--- src/rtl/cla_pipe_addsub.sv ---
// Pipelined carry-lookahead adder/subtractor with valid/ready on both sides.
// Optional signed saturation is compiled in when CLA_SAT_EN is defined.
module cla_pipe_addsub #(
    parameter int WIDTH  = 32,
    parameter int GROUP  = 4,
    parameter int STAGES = 2
) (
    input  logic             clk,
    input  logic             rst_n,
    input  logic             in_valid,
    output logic             in_ready,
    input  logic [WIDTH-1:0] a,
    input  logic [WIDTH-1:0] b,
    input  logic             cin,
    input  logic             sub,
    input  logic             sat,
    output logic             out_valid,
    input  logic             out_ready,
    output logic [WIDTH-1:0] sum,
    output logic             cout,
    output logic             ovf,
    output logic             zero
);

    localparam int SLICE = WIDTH / STAGES;
    localparam int NGRP  = SLICE / GROUP;
    localparam int LAST  = STAGES - 1;

    // Per-stage registered state; stage LAST is the output register set.
    logic             v_r    [STAGES];
    logic [WIDTH-1:0] a_r    [STAGES];
    logic [WIDTH-1:0] b_r    [STAGES];
    logic [WIDTH-1:0] s_r    [STAGES];
    logic             c_r    [STAGES];
    logic             ovf_r  [STAGES];
    logic             zero_r [STAGES];

    // Inputs seen by each stage's slice logic (ports for stage 0).
    logic             src_v_s [STAGES];
    logic [WIDTH-1:0] src_a_s [STAGES];
    logic [WIDTH-1:0] src_b_s [STAGES];
    logic [WIDTH-1:0] src_s_s [STAGES];
    logic             src_c_s [STAGES];

    logic [WIDTH-1:0] nxt_s_s    [STAGES];
    logic             nxt_c_s    [STAGES];
    logic             nxt_ovf_s  [STAGES];
    logic             nxt_zero_s [STAGES];
    logic             ld_s       [STAGES];

`ifdef CLA_SAT_EN
    logic             sat_r     [STAGES];
    logic             src_sat_s [STAGES];
`else
    logic             unused_sat_s;
    assign unused_sat_s = sat;
`endif

    // Returns {carry out of slice, carry into slice MSB, slice sum}.
    function automatic logic [SLICE+1:0] cla_slice(
        input logic [SLICE-1:0] x,
        input logic [SLICE-1:0] y,
        input logic             ci
    );
        logic [SLICE-1:0] g;
        logic [SLICE-1:0] p;
        logic [SLICE:0]   c;
        logic [NGRP:0]    gc;
        logic             gg;
        logic             gp;
        g     = x & y;
        p     = x ^ y;
        gc[0] = ci;
        for (int j = 0; j < NGRP; j++) begin
            gg = 1'b0;
            gp = 1'b1;
            for (int i = 0; i < GROUP; i++) begin
                gg = g[j*GROUP+i] | (p[j*GROUP+i] & gg);
                gp = gp & p[j*GROUP+i];
            end
            gc[j+1] = gg | (gp & gc[j]);
        end
        // Bit carries inside each group start from the lookahead group carry.
        for (int j = 0; j < NGRP; j++) begin
            c[j*GROUP] = gc[j];
            for (int i = 0; i < GROUP - 1; i++) begin
                c[j*GROUP+i+1] = g[j*GROUP+i] | (p[j*GROUP+i] & c[j*GROUP+i]);
            end
        end
        c[SLICE] = gc[NGRP];
        return {c[SLICE], c[SLICE-1], p ^ c[SLICE-1:0]};
    endfunction

    function automatic logic [WIDTH-1:0] sat_extreme(input logic msb);
        return msb ? {1'b1, {(WIDTH-1){1'b0}}} : {1'b0, {(WIDTH-1){1'b1}}};
    endfunction

    // Route the ports into stage 0 and each stage register into its successor.
    always_comb begin
        src_v_s[0] = in_valid;
        src_a_s[0] = a;
        src_b_s[0] = sub ? ~b : b;
        src_s_s[0] = '0;
        src_c_s[0] = cin ^ sub;
`ifdef CLA_SAT_EN
        src_sat_s[0] = sat;
`endif
        for (int k = 1; k < STAGES; k++) begin
            src_v_s[k] = v_r[k-1];
            src_a_s[k] = a_r[k-1];
            src_b_s[k] = b_r[k-1];
            src_s_s[k] = s_r[k-1];
            src_c_s[k] = c_r[k-1];
`ifdef CLA_SAT_EN
            src_sat_s[k] = sat_r[k-1];
`endif
        end
    end

    // Slice k is resolved in stage k; flags and saturation only in the last stage.
    always_comb begin
        logic [SLICE+1:0] res_s;
        for (int k = 0; k < STAGES; k++) begin
            res_s      = cla_slice(src_a_s[k][k*SLICE +: SLICE],
                                   src_b_s[k][k*SLICE +: SLICE], src_c_s[k]);
            nxt_s_s[k] = src_s_s[k];
            nxt_s_s[k][k*SLICE +: SLICE] = res_s[SLICE-1:0];
            nxt_c_s[k] = res_s[SLICE+1];
            if (k == LAST) begin
                nxt_ovf_s[k] = res_s[SLICE+1] ^ res_s[SLICE];
`ifdef CLA_SAT_EN
                nxt_s_s[k] = (src_sat_s[k] && nxt_ovf_s[k])
                           ? sat_extreme(src_a_s[k][WIDTH-1]) : nxt_s_s[k];
`endif
                nxt_zero_s[k] = (nxt_s_s[k] == {WIDTH{1'b0}});
            end else begin
                nxt_ovf_s[k]  = 1'b0;
                nxt_zero_s[k] = 1'b0;
            end
        end
    end

    // A stage loads when empty or when its beat moves on this cycle.
    always_comb begin
        ld_s[LAST] = !v_r[LAST] || out_ready;
        for (int k = LAST - 1; k >= 0; k--) begin
            ld_s[k] = !v_r[k] || ld_s[k+1];
        end
    end

    // Stage registers; payload only captured with a valid beat so outputs hold.
    always_ff @(posedge clk) begin
        if (!rst_n) begin
            for (int k = 0; k < STAGES; k++) begin
                v_r[k]    <= 1'b0;
                a_r[k]    <= '0;
                b_r[k]    <= '0;
                s_r[k]    <= '0;
                c_r[k]    <= 1'b0;
                ovf_r[k]  <= 1'b0;
                zero_r[k] <= 1'b0;
`ifdef CLA_SAT_EN
                sat_r[k]  <= 1'b0;
`endif
            end
        end else begin
            for (int k = 0; k < STAGES; k++) begin
                if (ld_s[k]) begin
                    v_r[k] <= src_v_s[k];
                    if (src_v_s[k]) begin
                        a_r[k]    <= src_a_s[k];
                        b_r[k]    <= src_b_s[k];
                        s_r[k]    <= nxt_s_s[k];
                        c_r[k]    <= nxt_c_s[k];
                        ovf_r[k]  <= nxt_ovf_s[k];
                        zero_r[k] <= nxt_zero_s[k];
`ifdef CLA_SAT_EN
                        sat_r[k]  <= src_sat_s[k];
`endif
                    end
                end
            end
        end
    end

    assign in_ready  = ld_s[0];
    assign out_valid = v_r[LAST];
    assign sum       = s_r[LAST];
    assign cout      = c_r[LAST];
    assign ovf       = ovf_r[LAST];
    assign zero      = zero_r[LAST];

endmodule

--- config.mk ---
export PLATFORM = sky130hd
export DESIGN_NAME = cla_pipe_addsub
export DESIGN_NICKNAME = d
export VERILOG_FILES = /design/src/rtl/cla_pipe_addsub.sv
export SDC_FILE = /design/constraint.sdc
export NUM_CORES = 1
export LEC_CHECK = 0
export ABC_AREA = 1
export CAP_MARGIN = 20
export CORE_ASPECT_RATIO = 0.75
export CORE_MARGIN = 2
export CORE_UTILIZATION = 52
export DETAILED_ROUTE_END_ITERATION = 10
export GPL_TIMING_DRIVEN = 0
export PLACE_DENSITY = 0.81
export SLEW_MARGIN = 20
export SYNTH_ARGS = -nofsm -noshare
export SYNTH_HDL_FRONTEND = slang
export SYNTH_SLANG_ARGS = --single-unit
--- constraint.sdc ---
create_clock -name clk -period 6.2 [get_ports clk]
set_input_delay 1.24 -clock clk [delete_from_list [all_inputs] [get_ports clk]]
set_output_delay 1.24 -clock clk [all_outputs]
set_load 0.02 [all_outputs]
==> results.py <==
metrics = {
    "status": {
        "outcome": "finished clean",
    },
    "cts": {
        "cts_tree": "yes",
        "cts-root-buf": "clkbuf_16",
        "cts_buffer_depth": 2,
        "clk_latency_ns": 0.33,
        "postCtsHoldBufs": 0,
        "clk_pin_slew_worst_paths_ns": 0.06,
        "post_cts_resized": 0,
        "cts_buffers": 9,
        "cts.sinks": 86,
        "cts-htree-levels": 3,
        "cts_setup_buffers": 0,
    },
    "yosys": {
        "avgSynthCellArea_um2": 10.9,
        "synth_cells": 464,
        "synth_cell_types": 22,
        "yosys_warnings": 0,
        "syn-num-nets": 591,
        "seq_area_frac_synth_pct": 51.2,
        "syn_area_um2": 5040,
        "synth-seq-cells": 86,
    },
    "placed_design": {
        "hpwlAfterDp_mm": 8.39,
        "dp_slack_ns": 1.35,
        "port_buffers": 105,
        "gp_congestion": 0.862,
    },
    "routing": {
        "ant_nets": 0,
        "vias_per_cell": 4.90,
        "drt_iter0_markers": 192,
        "wire_per_inst_um": 14.9,
        "drcViolationCount": 0,
        "drt-pass1-iter-count": 5,
        "drt_wl_total_mm": 10.7,
        "vias": 3530,
    },
    "setup_path": {
        "crit_chain": "buf_2 -> buf_2 -> xnor2_1 -> inv_1 -> ha_1 -> nand2_1 -> nor2_1 -> a21oi_1 -> nand2_1 -> nand2_1 -> nand2_1 -> nand2_1 -> nand2_1 -> inv_1 -> fa_1 -> fa_1 -> fa_1 -> xor2_1 -> nor2_2",
        "required_ns": 6.28,
        "worst_ep_arrival_time_ns": 4.67,
        "critical_path_class": "input pin to flip-flop",
        "path_common_cell": "nand2_1",
        "r2r_slack_ns": 2.80,
        "worst-path-max-fanout": 10,
        "worstPathBufferInverterCount": 4,
        "crit_slowest_cell": "fa_1",
        "end_kind": "flip-flop",
        "slowest_delay_ns": 0.45,
        "worst_setup_path_start_kind": "input pin",
        "cp_top_family": "adder cells",
    },
    "grt": {
        "grt_max_degree": 27,
        "grt_pass1_vias": 3569,
        "grt_usage_pct": 20.8,
        "grt-ovfl-total": 0,
        "grt_pass1_wl_mm": 16.7,
        "grt_antenna_before_repair": 0,
    },
    "die": {
        "die_h_um": 89.3,
        "start_util_pct": 52.9,
        "rows": 31,
        "core_um2": 9540,
        "die_w_um": 118,
        "dieArea_um2": 10500,
        "io_pins": 108,
    },
    "sta": {
        "min_period_over_period_pct": 73.9,
        "finalHoldViolCount": 0,
        "relSlewSlack_pct": 56.1,
        "timing.final.crit_period_ns": 4.58,
        "fin_skew_ns": 0.00948,
        "setup_tns_ns": 0,
        "postLayoutSetupSlackWorst_ns": 1.62,
        "slew_viol_final": 0,
        "setup_viol": 0,
        "tightest_slew_ns": 0.656,
        "rsz0062_at_grt": "no",
        "clock.fmax_mhz": 218,
    },
    "power": {
        "irDropWorstVdd_mv": 0.157,
        "power_leakage_nw": 2.92,
        "power_density_nw_per_um2": 277,
    },
    "final_layout": {
        "area_growth_pct": 32.8,
        "fillers": 731,
        "finalNetCount": 710,
        "antennaDiodeCount": 0,
        "layout-drive-gt1-share_pct": 8.50,
    },
    "flow_run": {
        "maxCapViolations": 0,
    },
    "hold_path": {
        "hold_path.class": "flip-flop to flip-flop",
    },
}
-- cells in the mapped netlist (all sizes together) --
library cell,instances,area [µm²]
nand2,47,186
fa,24,480
xnor2,31,272
nor4,1,6.26
nand4,7,43.8
a21oi,15,75.1
a211oi,1,7.51
a21o,1,7.51
nand3,6,30.0
nor3,2,10.0
nor2,98,403
buf,13,113
xor2,9,78.8
o21ai,2,10.0
ha,32,400
edfxtp,86,2580
inv,88,330
o21bai,1,7.51
-- power by group --
group / switching, mW / leakage (nW) / internal [mW]
clock network: 0.218 / 0.164 / 0.396
registers: 0.0295 / 0.913 / 0.729
logic: 0.263 / 1.84 / 0.219
-- flip-flops by register name, summed over array words and instances, names as in the netlist --
register / flops
a_r: 16
zero_r: 1
s_r: 48
ovf_r: 1
b_r: 16
c_r: 2
v_r: 2
-- metrics by stage --
stage | std cells | instance area [µm²] | hold WS [ns] | power, mW | util (%)
final | 720 | 6700 | 0.565 | 1.85 | 70.2
after global routing | 720 | 6700 | 0.603 | 1.93 | 70.2
after CTS | 720 | 6700 | 0.563 | 1.86 | 70.2
after detailed placement | 704 | 6360 | 0.547 | 1.25 | 66.6
after global placement | 701 | 6260 | 0.548 | 1.22 | 65.6
after floorplan | 464 | 5040 | 0.531 | 1.05 | -
-- layout by cell type (no fill, tap or decap), types with 7 or more instances in the layout --
master	synthesis	layout
nor2_2	14	14
inv_1	88	88
nand4_1	7	7
xnor2_1	31	31
edfxtp_1	86	86
ha_1	32	32
a21oi_1	15	15
xor2_1	9	9
clkdlybuf4s50_1	0	105
clkbuf_16	0	9
fa_1	24	24
nor2_1	84	84
nand2_1	43	43
-- worst paths after layout --
check	startpoint	to	depth (start not counted)
setup / recovery	sub	s_r[0][15]	19
hold / removal	s_r[0][9]	s_r[0][41]	2
setup reg to reg	a_r[0][17]	zero_r[1]	17
hold reg to reg	s_r[0][9]	s_r[0][41]	2
-- final cells by class --
cell class	instances	area, µm²	area share [%]
sequential	86	2580	38.6
multi-input combinational	277	2040	30.5
timing repair buffer	108	1130	16.8
inverter	88	330	4.93
clock buffer	11	233	3.47
tap	132	165	2.47
buffer	13	113	1.68
clock inverter	5	108	1.61
-- tightest hold or removal path: cells and delay by family (launching register included) --
kind,cells,cell delay (ns)
and+or+nand+nor,1,0.09
buffers and inverters,1,0.05
DFF,1,0.32
-- cell families (layout without fill, tap and decap cells) --
| logic type | after synthesis | count (layout) | share of synthesized area (%) |
|---|---|---|---|
| buffers and inverters | 101 | 225 | 8.78 |
| DFF | 86 | 86 | 51.2 |
| xor gates and xnor gates | 40 | 40 | 6.95 |
| and+or+nand+nor | 161 | 161 | 13.5 |
| adders and majority gates | 56 | 56 | 17.5 |
| AOI/OAI and AO/OA | 20 | 20 | 2.13 |
-- routing by layer --
layer / share of wire (%) / track usage [%]
met2: 50 / 37.4
met5: 0 / 0
met1: 43 / 25.8
met4: 1.9 / 7.67
met3: 4.9 / 3.76
Note: power is estimated with default switching activity, not from simulation.
